<file path="config.mk">
export PLATFORM = sky130hd
export DESIGN_NAME = msx_slot_expander_ctrl
export DESIGN_NICKNAME = d
export VERILOG_FILES = /design/src/rtl/msx_slot_expander_ctrl.sv
export SDC_FILE = /design/constraint.sdc
export NUM_CORES = 1
export LEC_CHECK = 0
export BUFFER_PORTS_ARGS = -buffer_cell sky130_fd_sc_hd__buf_4
export CAP_MARGIN = 20
export CORE_UTILIZATION = 25
export DETAILED_ROUTE_END_ITERATION = 10
export GPL_TIMING_DRIVEN = 0
export HOLD_SLACK_MARGIN = 0.05
export PLACE_DENSITY = 0.48
export SYNTH_ARGS = -nofsm -noshare
export SYNTH_HDL_FRONTEND = slang
export SYNTH_SLANG_ARGS = --single-unit
</file>
<file path="constraint.sdc">
create_clock -name clk -period 1.9 [get_ports clk]
set_input_delay 0.095 -clock clk [delete_from_list [all_inputs] [get_ports clk]]
set_output_delay 0.095 -clock clk [all_outputs]
set_load 0.005 [all_outputs]
</file>
<file path="src/rtl/msx_slot_expander_ctrl.sv">
// MSX primary/secondary slot decoder with an MSX2 memory mapper.
// An external request/ready memory port holds the Z80 in WAIT until data returns.
module msx_slot_expander_ctrl #(
    parameter logic [3:0] EXPANDED_MASK = 4'b1000,
    parameter int         BANK_WIDTH    = 8,
    parameter int         MEM_AW        = 25,
    parameter int         TIMEOUT       = 255
) (
    input  logic              clk,
    input  logic              reset_n,
    input  logic              clk_en,
    input  logic [15:0]       cpu_addr,
    input  logic [7:0]        cpu_dout,
    output logic [7:0]        cpu_din,
    output logic              cpu_din_oe,
    input  logic              cpu_rd,
    input  logic              cpu_wr,
    input  logic              cpu_mreq,
    input  logic              cpu_iorq,
    output logic              cpu_wait,
    output logic [1:0]        slot,
    output logic [1:0]        subslot,
    output logic [MEM_AW-1:0] mem_addr,
    output logic              mem_rd,
    output logic              mem_wr,
    output logic [7:0]        mem_din,
    input  logic [7:0]        mem_dout,
    input  logic              mem_ready,
    output logic              timeout
);
    typedef enum logic [1:0] {IDLE, WAIT_RDY, DONE} state_t;

    localparam logic [7:0] TIMEOUT_LAST = 8'(TIMEOUT - 1);

    state_t                state, state_next;
    logic [7:0]            a8_reg;
    logic [7:0]            sub_reg [4];
    logic [BANK_WIDTH-1:0] mapper  [4];
    logic [7:0]            wait_cnt;
    logic [7:0]            rd_data;
    logic                  rd_cycle;

    logic [1:0] page;
    logic       ffff_hit, io_a8, io_map, mem_req, reg_we;
    logic       start, finish_ready, finish_timeout, cnt_inc;
    logic [7:0] map_rd;

    assign page     = cpu_addr[15:14];
    assign slot     = a8_reg[{page, 1'b0} +: 2];
    assign subslot  = EXPANDED_MASK[slot] ? sub_reg[slot][{page, 1'b0} +: 2] : 2'b00;
    assign ffff_hit = cpu_mreq && (cpu_addr == 16'hFFFF) && EXPANDED_MASK[a8_reg[7:6]];
    assign io_a8    = cpu_iorq && (cpu_addr[7:0] == 8'hA8);
    assign io_map   = cpu_iorq && (cpu_addr[7:2] == 6'b111111);
    assign mem_req  = cpu_mreq && (cpu_rd || cpu_wr) && !ffff_hit;
    assign reg_we   = clk_en && (state == IDLE) && cpu_wr;
    assign cpu_wait = (state == WAIT_RDY);

    // NOTE: every output of a combinational block gets a default first so no latch is inferred.
    always_comb begin
        state_next     = state;
        start          = 1'b0;
        finish_ready   = 1'b0;
        finish_timeout = 1'b0;
        cnt_inc        = 1'b0;
        if (clk_en) begin
            case (state)
                IDLE: begin
                    if (mem_req) begin
                        start      = 1'b1;
                        state_next = WAIT_RDY;
                    end
                end
                WAIT_RDY: begin
                    if (mem_ready) begin
                        finish_ready = 1'b1;
                        state_next   = DONE;
                    end else if (wait_cnt == TIMEOUT_LAST) begin
                        finish_timeout = 1'b1;
                        state_next     = DONE;
                    end else begin
                        cnt_inc = 1'b1;
                    end
                end
                DONE: begin
                    if (!cpu_mreq) state_next = IDLE;
                end
                default: state_next = IDLE;
            endcase
        end
    end

    always_comb begin
        map_rd                 = 8'hFF;
        map_rd[BANK_WIDTH-1:0] = mapper[cpu_addr[1:0]];
    end

    always_comb begin
        cpu_din_oe = 1'b0;
        cpu_din    = 8'hFF;
        if (state == DONE && rd_cycle) begin
            cpu_din_oe = 1'b1;
            cpu_din    = rd_data;
        end else if (cpu_rd && io_a8) begin
            cpu_din_oe = 1'b1;
            cpu_din    = a8_reg;
        end else if (cpu_rd && io_map) begin
            cpu_din_oe = 1'b1;
            cpu_din    = map_rd;
        end else if (cpu_rd && ffff_hit) begin
            cpu_din_oe = 1'b1;
            cpu_din    = ~sub_reg[a8_reg[7:6]];
        end
    end

    // NOTE: sequential state uses non-blocking assignments so all registers update from pre-edge values.
    always_ff @(posedge clk or negedge reset_n) begin
        if (!reset_n) state <= IDLE;
        else          state <= state_next;
    end

    always_ff @(posedge clk or negedge reset_n) begin
        if (!reset_n) begin
            a8_reg   <= 8'h00;
            // NOTE: these small register arrays are reset because software expects the power-on mapping.
            for (int i = 0; i < 4; i++) begin
                sub_reg[i] <= 8'h00;
                mapper[i]  <= BANK_WIDTH'(3 - i);
            end
            wait_cnt <= 8'h00;
            rd_data  <= 8'hFF;
            rd_cycle <= 1'b0;
            mem_addr <= '0;
            mem_rd   <= 1'b0;
            mem_wr   <= 1'b0;
            mem_din  <= 8'h00;
            timeout  <= 1'b0;
        end else begin
            mem_rd <= 1'b0;
            mem_wr <= 1'b0;
            if (start) begin
                mem_addr <= MEM_AW'({mapper[page], cpu_addr[13:0]});
                mem_din  <= cpu_dout;
                mem_rd   <= cpu_rd;
                mem_wr   <= !cpu_rd;
                rd_cycle <= cpu_rd;
                wait_cnt <= 8'h00;
            end
            if (cnt_inc)      wait_cnt <= wait_cnt + 8'd1;
            if (finish_ready) rd_data  <= mem_dout;
            if (finish_timeout) begin
                rd_data <= 8'hFF;
                timeout <= 1'b1;
            end
            if (reg_we && io_a8)    a8_reg <= cpu_dout;
            if (reg_we && io_map)   mapper[cpu_addr[1:0]] <= cpu_dout[BANK_WIDTH-1:0];
            if (reg_we && ffff_hit) sub_reg[a8_reg[7:6]] <= cpu_dout;
        end
    end

endmodule

</file>
==> flow_summary.toml <==
[outcome]
status = "finished, violations left"
violations = "setup timing"

[grt]
grt_pass1_wl_um = 25400
antenna_found_initial = 0
grt_start_max_net_pins = 78
overflow = 0
grt_usage_pct = 14.4
grt_pass1_vias = 4375

[route]
num_vias = 4119
drc = 0
routed_wl_um = 16100
viasPerCell = 4.69
ant_nets = 0
wl_per_cell_um = 18.3
initialDrtViolationCount = 159
drt-pass1-iter-count = 4

[min_path]
hold_class = "input port to flop"
holdPathStages = 4

[timing]
rsz0062_at_grt = "yes"
fin_ws_ns = -0.325
clock.fmax_mhz = 449
slew_headroom_pct = 45.0
worst_pin_slew_ns = 0.825
period_share_pct = 117
tns_ns = -8.19
setup_viol = 74
finalMaxSlewViolations = 0
period_minus_slack_ns = 2.23
hold_violations = 0
skew_ns = 0.0107

[floorplanning]
io_pins = 90
dieArea_um2 = 23800
coreArea_um2 = 22700
fp.dieW_um = 154
rows = 55
die_h_um = 154
initial_core_util_pct = 25.5

[logic_synthesis]
synth_top_area_share_pct = 48.4
ys_ff_latch = 124
syn_area_um2 = 5790
syn_inst = 423
synth.distinct_cells = 48
yosys-top-cells-area = "dfrtp_1 (48%), mux2_2 (14%), mux4_2 (9.7%)"
ys_seq_area_share_pct = 53.8
synthFlopType = "dfrtp_1"
synth-async-reset-ratio_pct = 100
synth_edf_count = 0
ys_warn_count = 0
syn_avg_cell_area_um2 = 13.7
yosysTopAreaCell = "dfrtp_1"

[power_and_ir_drop]
p_seq_share_pct = 38.9
p_int_mw = 6.52
p_total_mw = 8.62
power-per-cell-area_nw_per_um2 = 1040
power_frac_comb_pct = 17.5
p_switching_mw = 2.10
switching_share_pct = 24.3
p_leak_nw = 3.67
clkPwrFrac_pct = 43.6
ir_drop_uv = 555

[setup_path]
critPathMaxStageDelay_ns = 0.44
critical_path.most_common_cell = "buf_6"
cp.buffers_inverters = 6
crit_slowest_cell = "mux4_2"
endpoint_kind = "output pin"
crit_fanout = 8
critPathKind = "flop to output pin"
cp_data_required_time_ns = 1.80
path_depth = 8
reg2regPathDepth = 6
critical_path.cell_chain = "buf_6 > buf_6 > buf_12 > buf_4 > mux4_2 > inv_1 > o221a_2 > buf_6"
critical_path_arrival_ns = 2.13
startpoint_type = "flop"
path_delay_family = "buffers and inverters"

[placed_design]
hpwl_um = 11000
io_buffers = 85
pre_cts_ws_ns = -0.636
globalplace.congestion = 0.756
dp.cells = 796

[cts]
cts.clk_slew.worst_paths_ns = 0.06
insertion_delay_ns = 0.43
clock-root-buffer = "clkbuf_16"
numCtsBuffers = 17
htreeDepth = 4
cts_tree = "built"
cts_sinks = 124
cts_buffer_depth = 2

[final_layout]
fill_cells = 2207
drive_above_1_share_pct = 50.4
syn2layout_area_growth_pct = 43.2
fin_util_pct = 36.5
final_cell_mix = "dfrtp_1 (109), buf_4 (94), mux2_2 (48)"
multi_input_area_um2 = 2630
layout_commonest_cell = "dfrtp_1"
nets = 622
n_antenna_cell = 0
area.sequential_um2 = 3120
final-instance-count-excl-fill = 878

[flow_run]
maxCapViolations = 0
-- logic make-up (layout without fill, tap and decap cells) --
family                   Yosys count  in the layout  synth area share, %
buffers and inverters             56            224                 4.43
other                              1              3               0.0648
adder cells (fa/ha/maj)            2              2                0.432
AND/OR/NAND/NOR                   73             73                 7.00
XOR/XNOR                           1              1                0.151
multiplexers                     116            116                 27.7
AO/OA/AOI/OAI                     50             50                 6.37
flip-flops                       124            124                 53.8
-- Yosys cell counts, drive strengths merged, types with 4 or more instances --
cell type	number
mux4	25
o21ai	11
o221a	6
o22a	8
a211oi	4
o22ai	8
mux2i	11
clkbuf	34
nor2	11
nor3	5
nand3	8
or3	5
mux2	80
nand2	21
or2	4
dfrtp	112
buf	13
dfstp	12
nand4	4
inv	9
-- stage by stage --
stage / instance area, µm² / hold slack (ns)
6_report: 8290 / 0.0966
5_1_grt: 8290 / 0.133
3_5_place_dp: 6850 / 0.0685
4_1_cts: 8260 / 0.0852
3_3_place_gp: 6820 / 0.312
2_1_floorplan: 5820 / -0.201
-- power by group through the flow --
| stage | Sequential (mW) | Clock [mW] | Combinational [mW] |
|---|---|---|---|
| 6_report | 3.36 | 3.76 | 1.51 |
| 5_1_grt | 3.43 | 3.95 | 1.65 |
| 4_1_cts | 3.36 | 3.85 | 1.52 |
| 3_5_place_dp | 3.40 | 0 | 1.37 |
| 3_3_place_gp | 3.38 | 0 | 1.34 |
| 2_1_floorplan | 3.36 | 0 | 0.606 |
-- timing repair --
item                                    CTS  global route
buffers inserted                         16             3
hold buffers                             33             0
pin swaps                                14             8
gates resized for setup                  64             9
endpoints found under the hold margin   130             0
endpoints found under the setup margin   93           100
-- worst min-delay path: cells and delay by family --
kind                   cells  cell delay [ns]
buffers and inverters      2             0.14
AO/OA/AOI/OAI              2             0.25
-- worst paths after layout --
kind,startpoint,endpoint,slack (ns)
max reg2reg,state[0],mapper[28],-0.20
min reg2reg,sub_reg[24],sub_reg[24],0.45
min,cpu_mreq,state[1],0.1
max,a8_reg[6],cpu_din[2],-0.33
max in group asynchronous,reset_n,rd_data[4],0.96
min in group asynchronous,reset_n,mem_addr[15],0.17
-- layout make-up --
class	instances	area share, %
Buffer	45	3.12
Sequential cell	124	37.6
Clock inverter	13	2.85
Clock buffer	19	5.34
Tap cell	285	4.30
Timing Repair Buffer	138	14.7
Multi-Input combinational cell	245	31.7
Inverter	9	0.407
-- routing by layer --
layer | vias up | part of all wire, % | global-route usage, %
met5 | - | 0 | 0
met4 | 0 | 1.8 | 5.48
met3 | 20 | 3.8 | 3.81
met2 | 94 | 48 | 22.3
met1 | 2140 | 46 | 19.2
li1 | 1865 | - | -
Power figures use the tool's default switching activity.
